File: src/rtl/ticket_pkg.sv
// Shared state encoding and helper functions for the multi-destination ticket vendor.
package ticket_pkg;

  typedef enum logic [1:0] {
    IDLE     = 2'd0,
    COLLECT  = 2'd1,
    DISPENSE = 2'd2,
    CHANGE   = 2'd3
  } state_t;

  localparam int MAXW = 32;
  localparam int PT_W = 256;

  typedef struct packed {
    logic       vld;
    logic [4:0] idx;
  } onehot_t;

  // Fare of destination idx from a packed table of pw-bit slices, dest0 in the LSBs.
  function automatic logic [MAXW-1:0] fare_of(input logic [PT_W-1:0] prices, input int idx,
                                              input int pw);
    logic [PT_W-1:0] sh;
    logic [63:0]     mask;
    sh   = prices >> (idx * pw);
    mask = (64'd1 << pw) - 64'd1;
    return sh[MAXW-1:0] & mask[MAXW-1:0];
  endfunction

  function automatic onehot_t onehot_idx(input logic [MAXW-1:0] sel, input int n);
    onehot_t         r;
    int              cnt;
    logic [MAXW-1:0] tmp;
    r   = '0;
    cnt = 0;
    for (int i = 0; i < MAXW; i++) begin
      tmp = sel >> i;
      if (i < n && tmp[0]) begin
        cnt++;
        r.idx = 5'(i);
      end
    end
    r.vld = (cnt == 1);
    return r;
  endfunction

  function automatic logic [MAXW-1:0] min_chg(input logic [MAXW-1:0] rem, input int cw);
    logic [MAXW-1:0] cap;
    cap = MAXW'((64'd1 << cw) - 64'd1);
    return (rem < cap) ? rem : cap;
  endfunction

endpackage

File: src/rtl/ticket_change_unit.sv
// Change/refund down-counter: emits at most 2^CHANGE_W-1 per cycle until the loaded amount is paid out.
module ticket_change_unit
  import ticket_pkg::*;
#(
  parameter int CREDIT_W = 6,
  parameter int CHANGE_W = 3
) (
  input  logic                clk,
  input  logic                rst,
  input  logic                load,
  input  logic                step,
  input  logic [CREDIT_W-1:0] load_val,
  output logic [CHANGE_W-1:0] change,
  output logic                change_valid,
  output logic                done
);

  logic [CREDIT_W-1:0] rem_q;
  logic [CREDIT_W-1:0] src;
  logic [CREDIT_W-1:0] chunk;

  // The first chunk goes out on the load edge so change follows the ticket/cancel cycle directly.
  always_comb begin
    src   = load ? load_val : rem_q;
    chunk = CREDIT_W'(min_chg(MAXW'(src), CHANGE_W));
  end

  always_ff @(posedge clk or posedge rst) begin
    if (rst) begin
      rem_q        <= '0;
      change       <= '0;
      change_valid <= 1'b0;
    end else if (load || (step && rem_q != '0)) begin
      change       <= CHANGE_W'(chunk);
      change_valid <= (chunk != '0);
      rem_q        <= src - chunk;
    end else begin
      change       <= '0;
      change_valid <= 1'b0;
    end
  end

  assign done = (rem_q == '0);

endmodule

File: src/rtl/ticket_vend_multi.sv
// Multi-destination ticket vending FSM: fare lock, coin credit, ticket pulse, change/refund payout.
module ticket_vend_multi
  import ticket_pkg::*;
#(
  parameter int                         N_DEST   = 4,
  parameter int                         COIN_W   = 3,
  parameter int                         PRICE_W  = 5,
  parameter logic [N_DEST*PRICE_W-1:0]  PRICES   = {5'd15, 5'd12, 5'd10, 5'd6},
  parameter int                         CREDIT_W = 6,
  parameter int                         CHANGE_W = 3,
  localparam int                        DEST_W   = (N_DEST > 1) ? $clog2(N_DEST) : 1
) (
  input  logic                clk,
  input  logic                rst,
  input  logic [N_DEST-1:0]   sel,
  input  logic [COIN_W-1:0]   coin,
  input  logic                cancel,
  output logic                ticket,
  output logic [DEST_W-1:0]   dest_out,
  output logic [CHANGE_W-1:0] change,
  output logic                change_valid,
  output logic                coin_reject,
  output logic                busy,
  output logic [CREDIT_W-1:0] credit,
  output logic [1:0]          state
);

  state_t              state_q, state_n;
  logic [DEST_W-1:0]   dest_q, dest_n;
  logic [PRICE_W-1:0]  fare_q, fare_n;
  logic [CREDIT_W-1:0] credit_n;
  logic [CREDIT_W:0]   sum;
  logic [CREDIT_W-1:0] sum_sat;
  logic                load;
  logic [CREDIT_W-1:0] load_val;
  logic                chg_done;
  onehot_t             oh;

  always_ff @(posedge clk or posedge rst) begin
    if (rst) state_q <= IDLE;
    else     state_q <= state_n;
  end

  always_comb begin
    state_n  = state_q;
    dest_n   = dest_q;
    fare_n   = fare_q;
    credit_n = credit;
    load     = 1'b0;
    load_val = '0;
    oh       = onehot_idx(MAXW'(sel), N_DEST);
    sum      = {1'b0, credit} + (CREDIT_W + 1)'(coin);
    sum_sat  = sum[CREDIT_W] ? '1 : sum[CREDIT_W-1:0];
    case (state_q)
      IDLE: begin
        credit_n = '0;
        if (oh.vld) begin
          dest_n  = DEST_W'(oh.idx);
          fare_n  = PRICE_W'(fare_of(PT_W'(PRICES), int'(oh.idx), PRICE_W));
          state_n = COLLECT;
        end
      end
      COLLECT: begin
        // The coin arriving with cancel is still accepted and refunded with the rest.
        if (cancel) begin
          load     = 1'b1;
          load_val = sum_sat;
          credit_n = '0;
          state_n  = CHANGE;
        end else begin
          credit_n = sum_sat;
          if (sum_sat >= CREDIT_W'(fare_q)) state_n = DISPENSE;
        end
      end
      DISPENSE: begin
        credit_n = '0;
        load_val = credit - CREDIT_W'(fare_q);
        if (load_val != '0) begin
          load    = 1'b1;
          state_n = CHANGE;
        end else begin
          state_n = IDLE;
        end
      end
      CHANGE: begin
        if (chg_done) state_n = IDLE;
      end
      default: state_n = IDLE;
    endcase
  end

  always_ff @(posedge clk or posedge rst) begin
    if (rst) begin
      dest_q      <= '0;
      fare_q      <= '0;
      credit      <= '0;
      ticket      <= 1'b0;
      dest_out    <= '0;
      coin_reject <= 1'b0;
      busy        <= 1'b0;
    end else begin
      dest_q      <= dest_n;
      fare_q      <= fare_n;
      credit      <= credit_n;
      ticket      <= (state_n == DISPENSE);
      dest_out    <= (state_n == DISPENSE) ? dest_n : '0;
      coin_reject <= (coin != '0) && (state_q != COLLECT);
      busy        <= (state_n != IDLE);
    end
  end

  assign state = state_q;

  ticket_change_unit #(
    .CREDIT_W(CREDIT_W),
    .CHANGE_W(CHANGE_W)
  ) u_chg (
    .clk         (clk),
    .rst         (rst),
    .load        (load),
    .step        (state_q == CHANGE),
    .load_val    (load_val),
    .change      (change),
    .change_valid(change_valid),
    .done        (chg_done)
  );

endmodule

File: config.mk
export PLATFORM = sky130hd
export DESIGN_NAME = ticket_vend_multi
export DESIGN_NICKNAME = d
export VERILOG_FILES = /design/src/rtl/ticket_pkg.sv /design/src/rtl/ticket_change_unit.sv /design/src/rtl/ticket_vend_multi.sv
export SDC_FILE = /design/constraint.sdc
export NUM_CORES = 1
export LEC_CHECK = 0
export ABC_AREA = 1
export BUFFER_PORTS_ARGS = -buffer_cell sky130_fd_sc_hd__buf_2
export CORE_MARGIN = 3
export CORE_UTILIZATION = 55
export DETAILED_ROUTE_END_ITERATION = 6
export GPL_ROUTABILITY_DRIVEN = 0
export PLACE_DENSITY = 0.72
export SLEW_MARGIN = 20
export SYNTH_ARGS = -nofsm -noshare
export SYNTH_HDL_FRONTEND = slang
export SYNTH_SLANG_ARGS = --single-unit
File: constraint.sdc
create_clock -name clk -period 3.5 [get_ports clk]
set_input_delay 0.525 -clock clk [delete_from_list [all_inputs] [get_ports clk]]
set_output_delay 0.525 -clock clk [all_outputs]
set_load 0.02 [all_outputs]
## Yosys cells after proc, flatten, opt, wreduce, memory -nomap -nowiden

Cells that the tools add are included.

- Output and inout port bits: 17
- Bits of input ports: 10
- Word-level logic and storage cells: 68
- Register bits after elaboration: 30

- $add $sub $neg: 6
- $mul: 1
- Reductions and logical operators: 13
- Equality and inequality tests: 6
- Muxes and demuxes: 28
- Shift operators: 1
- Order comparisons: 2

Operators by type and width:

| operator | count |
|---|---|
| two-way mux 32 bit | 3 |
| adder 32 x 2 -> 32 bit, second input constant | 2 |
| equality test 32 x 2 -> 1 bit, second input constant | 1 |
| two-way mux 6 bit | 5 |
| case mux 6 bit (2 select lines) | 2 |
| two-way mux 2 bit | 10 |
| >> shifter 19 x 5 -> 5 bit, first input constant | 1 |
| nonzero test 6 bit | 3 |
| case mux 2 bit (4 select lines) | 1 |
| adder 6 x 3 -> 7 bit | 1 |
| equality test 2 bit, second input constant | 3 |
| >= comparator 6 x 5 -> 1 bit | 1 |
| zero test 6 bit | 1 |
| < comparator 6 x 3 -> 1 bit, second input constant | 1 |
| subtractor 6 x 5 -> 6 bit | 1 |
| subtractor 6 bit | 1 |
| multiplier 2 x 3 -> 5 bit, second input constant | 1 |
| two-way mux 1 bit | 5 |
| nonzero test 2 bit | 2 |
| two-way mux 3 bit | 1 |
| nonzero test 3 bit | 1 |
| adder 1 x 1 -> 2 bit, second input constant | 1 |
| equality test 2 x 1 -> 1 bit, second input constant | 1 |
| logical AND 1 bit | 2 |
| other kinds (6) | 6 |

## Logic depth before layout (Yosys ltp)

- Word-level depth: 12
- Gate-level depth with buffers: 24
- Gate-level depth less buffers: 24

## Hierarchy

Synthesis repeated with hierarchy kept, for this count alone.

- Cell total of the unflattened synthesis: 319
- Area total of the unflattened synthesis: 2301.0 um2

By module, submodules not included:

| module | sequential area each (um2) | area each (um2) | cells each | instances |
|---|---|---|---|---|
| ticket_vend_multi | 475.5 | 1670.4 | 237 | 1 |
| ticket_change_unit | 250.2 | 630.6 | 82 | 1 |

## Least setup slack after synthesis

No wires, ideal clock.

- Path type: input-to-reg
- Start: in coin[0]
- End: reg dest_out[0]
- Library setup time: 0.122 ns
- Stages on the path: 20
- Required time: 3.378 ns
- Path slack: 0.463 ns
- Path buffers: 0
- Data arrival time: 2.915 ns
- Cells stage by stage: ha_1 > inv_1 > fa_1 > nor2_2 > nor2_2 > nor3_2 > or2_1 > inv_1 > ha_1 > inv_1 > a21boi_0 > o21a_1 > o21ai_0 > nand3_1 > o31ai_1 > nand4_1 > nand2_1 > nand2_1 > nand2_1 > nor2_1

- Word-level cells in the longest chain between the ends: 8

RTL lines:

| element | line | text |
|---|---|---|
| start, declared | ticket_vend_multi.sv:16 | `input logic [COIN_W-1:0] coin,` |
| adder 6 x 3 -> 7 bit | ticket_vend_multi.sv:52 | `sum = {1'b0, credit} + (CREDIT_W + 1)'(coin);` |
| two-way mux 6 bit | ticket_vend_multi.sv:53 | `sum_sat = sum[CREDIT_W] ? '1 : sum[CREDIT_W-1:0];` |
| >= comparator 6 x 5 -> 1 bit | ticket_vend_multi.sv:72 | `if (sum_sat >= CREDIT_W'(fare_q)) state_n = DISPENSE;` |
| two-way mux 2 bit | ticket_vend_multi.sv:72 |  |
| two-way mux 2 bit | ticket_vend_multi.sv:65 | `if (cancel) begin` |
| case mux 2 bit (4 select lines) | ticket_vend_multi.sv:54 | `case (state_q)` |
| named net state_n[1] | ticket_vend_multi.sv:28 | `state_t state_q, state_n;` |
| equality test 2 bit | ticket_vend_multi.sv:106 | `dest_out <= (state_n == DISPENSE) ? dest_n : '0;` |
| two-way mux 2 bit | ticket_vend_multi.sv:106 |  |
| end signal, assigned | ticket_vend_multi.sv:106 |  |
| end, declared | ticket_vend_multi.sv:19 | `output logic [DEST_W-1:0] dest_out,` |

The timed path passes the listed nets, and every way through them passes these cells.
A chain may end at the register's enable or synchronous reset.

## Worst setup path after layout

- Start: reg credit[0]
- End: reg dest_out[0]

- Word-level cells in the longest chain between the ends: 8
- Elaborated cells between the ends (all ways): 11
- Those cells by class: 2 x add/sub; 1 x order compare; 1 x eq/ne; 6 x mux; 1 x reduce/logical

RTL lines:

| element | line | text |
|---|---|---|
| start, declared | ticket_vend_multi.sv:24 | `output logic [CREDIT_W-1:0] credit,` |
| start signal, assigned | ticket_vend_multi.sv:104 | `credit <= credit_n;` |
| adder 6 x 3 -> 7 bit | ticket_vend_multi.sv:52 |  |
| two-way mux 6 bit | ticket_vend_multi.sv:53 |  |
| >= comparator 6 x 5 -> 1 bit | ticket_vend_multi.sv:72 |  |
| two-way mux 2 bit | ticket_vend_multi.sv:72 |  |
| two-way mux 2 bit | ticket_vend_multi.sv:65 |  |
| case mux 2 bit (4 select lines) * | ticket_vend_multi.sv:54 |  |
| named net state_n[1] | ticket_vend_multi.sv:28 |  |
| equality test 2 bit * | ticket_vend_multi.sv:106 |  |
| two-way mux 2 bit * | ticket_vend_multi.sv:106 |  |

The timed path passes the listed nets; every way through them passes the cells marked *.

==> results.toml <==
[layout]
final_cell_mix = "63 x nand2_1, 51 x inv_1, 28 x dfrtp_1"
final_common_cell = "nand2_1"
fillCellCount = 317
antennaDiodeCount = 0
seqCellArea_um2 = 727
nets = 352
area_delta_synth_final_pct = 16.9
fin_util_pct = 70.6
drive_above_1_share_pct = 21.5
multi_input_area_um2 = 1190

[floorplanning]
ios = 27
die_y_um = 68.2
initial_utilization_pct = 60.4
core_area_um2 = 3520
die_area_um2 = 4650
fp-row-count = 21
dieWidth_um = 68.2

[yosys]
syn-num-nets = 315
synth_edf_count = 0
avgSynthCellArea_um2 = 7.52
ys_seq_area_share_pct = 34.1
ys_seq_elements = 29
ys.warnings.count = 0
synth_flop_cell = "dfrtp_1"
syn_inst = 283
synth_area_um2 = 2130
ys_types = 39
async_reset_ff_share_pct = 100

[outcome]
status = "completed"

[timing]
max_freq_mhz = 304
worstMarginPinSlew_ns = 0.600
setup_viol = 0
fin_crit_ns = 3.29
relSlewSlack_pct = 59.9
slew_violations = 0
period_share_pct = 93.9
tns_ns = 0
final_hold_viol_count = 0
setup_slack_ns = 0.214
rsz0062_at_grt = "true"
hold_ws_ns = 0.302
finalClockSkew_ns = 0.00680

[critical_path]
critical-path-top-delay-family = "simple AND/OR/NAND/NOR gates"
cp.arrival_ns = 3.45
crit_path_end_kind = "register"
critPathLaunchType = "register"
critPathMaxFanout = 3
cpPeakStageDelay_ns = 0.36
critical-path-slowest-cell = "dfrtp_1"
worst_ep_required_time_ns = 3.66
cp_num_cells = 20
critPathMostFrequentCell = "inv_1"
reg2regPathDepth = 20
worstPathCellList = "ha_2 -> inv_1 -> fa_2 -> nor2_4 -> nor2_2 -> nor3_2 -> or2_1 -> inv_1 -> ha_1 -> inv_1 -> a21boi_0 -> o21a_1 -> o21ai_2 -> nand3_1 -> o31ai_1 -> nand4_1 -> nand2_1 -> nand2_1 -> nand2_2 -> nor2_1"
crit_type = "reg2reg"
critPathBufInv = 3

[power]
p_per_area_nw_per_um2 = 1070
switchingPower_mw = 1.34
leakage_nw = 1.37
power_frac_seq_pct = 21.5
clkPwrFrac_pct = 13.6
peakVddDrop_v = 0.000533
intPower_mw = 1.33
switching_share_pct = 50.2
power_frac_comb_pct = 64.8

[route]
viasPerCell = 5.25
ant_nets = 0
wl_um = 4710
route.detailed.drc = 0
drtIter0Drc = 133
via_count = 1928
wire_per_inst_um = 12.8
dr.pass1.iters = 4

[clocking]
cts_hold_buf = 0
htree_levels = 2
clkLatencyLatePin_ns = 0.29
cts_made_buffers = 5
clkSlewWorstSetupHoldPaths_ns = 0.07
cts_tree = "built"
cts_root_buf = "clkbuf_8"
clk_path_buf_depth = 2
clkSinkCount = 29

[global_route]
grt.total_usage_pct = 23.3
first_global_vias = 1794
grt_max_degree = 30
grt_overflow = 0
grt_pass1_wl_um = 8020
antenna_found_initial = 0

[placement]
dp_slack_ns = 0.00873
portBuffers = 26
hpwlAfterDp_um = 3600

[job]
drv_cap = 0

[worst_hold_path]
hold_class = "in2async"
[final cells by class]
| cell class | count | area share, % |
|---|---|---|
| multi-input combinational | 193 | 48.0 |
| tap | 46 | 2.31 |
| inverter | 60 | 9.05 |
| clock inverter | 1 | 1.21 |
| clock buffer | 7 | 3.47 |
| sequential | 29 | 29.2 |
| timing repair buffer | 31 | 6.74 |
[timing repair]
| action | in CTS | in global routing |
|---|---|---|
| endpoints found under the hold margin | 0 | 0 |
| gates resized for setup | 0 | 10 |
| buffers inserted | 0 | 4 |
| endpoints found under the setup margin | 0 | 5 |
[routing by layer]
metal  vias to the layer above  GRT usage [%]  share of wire, %  wire [µm]
li1                        984              -                 -          -
met1                       880           30.3                47       2200
met2                        56           38.3                46       2180
met3                         8           5.42               5.4        255
met4                         0           7.44               1.7         79
met5                         -              0                 0          0
[metrics by stage]
| stage | total power, mW | instance area (µm²) | cells |
|---|---|---|---|
| 5_1_grt | 2.94 | 2490 | 367 |
| 6_report | 2.67 | 2490 | 367 |
| 2_1_floorplan | 1.84 | 2130 | 283 |
| 3_3_place_gp | 2.19 | 2320 | 355 |
| 3_5_place_dp | 2.22 | 2320 | 355 |
| 4_1_cts | 2.61 | 2430 | 363 |
[logic make-up (layout without fill, tap and decap cells)]
family / count (synthesis) / count (layout) / synth area share [%]
xor gates and xnor gates: 3 / 3 / 1.24
adders and majority gates: 22 / 22 / 13.6
DFF: 29 / 29 / 34.1
and+or+nand+nor: 122 / 122 / 27.3
AOI/OAI and AO/OA: 46 / 46 / 12.9
buffers and inverters: 61 / 99 / 10.8
[sequential cells by signal, indices dropped and copies added, names as in the netlist]
register / flops
credit: 6
u_chg.rem_q: 6
fare_q: 4
u_chg.change: 3
dest_out: 2
dest_q: 2
state: 2
busy: 1
coin_reject: 1
ticket: 1
u_chg.change_valid: 1
[Yosys cell counts (2+ instances only)]
cell type | n | area, µm²
nor3_1 | 2 | 10.0
ha_1 | 20 | 250
or2_0 | 2 | 12.5
or2_1 | 2 | 12.5
nand2_1 | 65 | 244
inv_1 | 53 | 199
a21oi_1 | 9 | 45.0
nand4_1 | 2 | 12.5
o21ai_1 | 8 | 40.0
nor2_2 | 3 | 18.8
inv_2 | 6 | 22.5
a22oi_1 | 2 | 15.0
nand2_2 | 2 | 12.5
a31oi_1 | 3 | 18.8
xor2_1 | 2 | 17.5
a32oi_1 | 2 | 17.5
fa_1 | 2 | 40.0
dfrtp_1 | 29 | 726
nand3_1 | 20 | 100
o22ai_1 | 5 | 31.3
o21ai_0 | 11 | 55.1
nor2_1 | 14 | 52.6
nand3_2 | 3 | 30.0
[path summary, 6_finish.rpt]
path / startpoint / slack [ns] / end
worst max-delay path: credit[0] / 0.21 / dest_out[0]
worst min-delay path: rst / 0.30 / fare_q[0]
worst max register to register: credit[0] / 0.21 / dest_out[0]
worst min register to register: u_chg.rem_q[4] / 0.48 / u_chg.rem_q[4]
max in group asynchronous: rst / 2.77 / credit[1]
min in group clk: u_chg.rem_q[4] / 0.48 / u_chg.rem_q[4]
[power by group through the flow]
stage          combinational, mW  sequential, mW  clock (mW)
2_1_floorplan               1.20           0.649           0
3_3_place_gp                1.61           0.576           0
3_5_place_dp                1.64           0.581           0
4_1_cts                     1.66           0.576       0.368
5_1_grt                     1.96           0.593       0.383
6_report                    1.73           0.575       0.364
(Power assumes the default switching activity.)
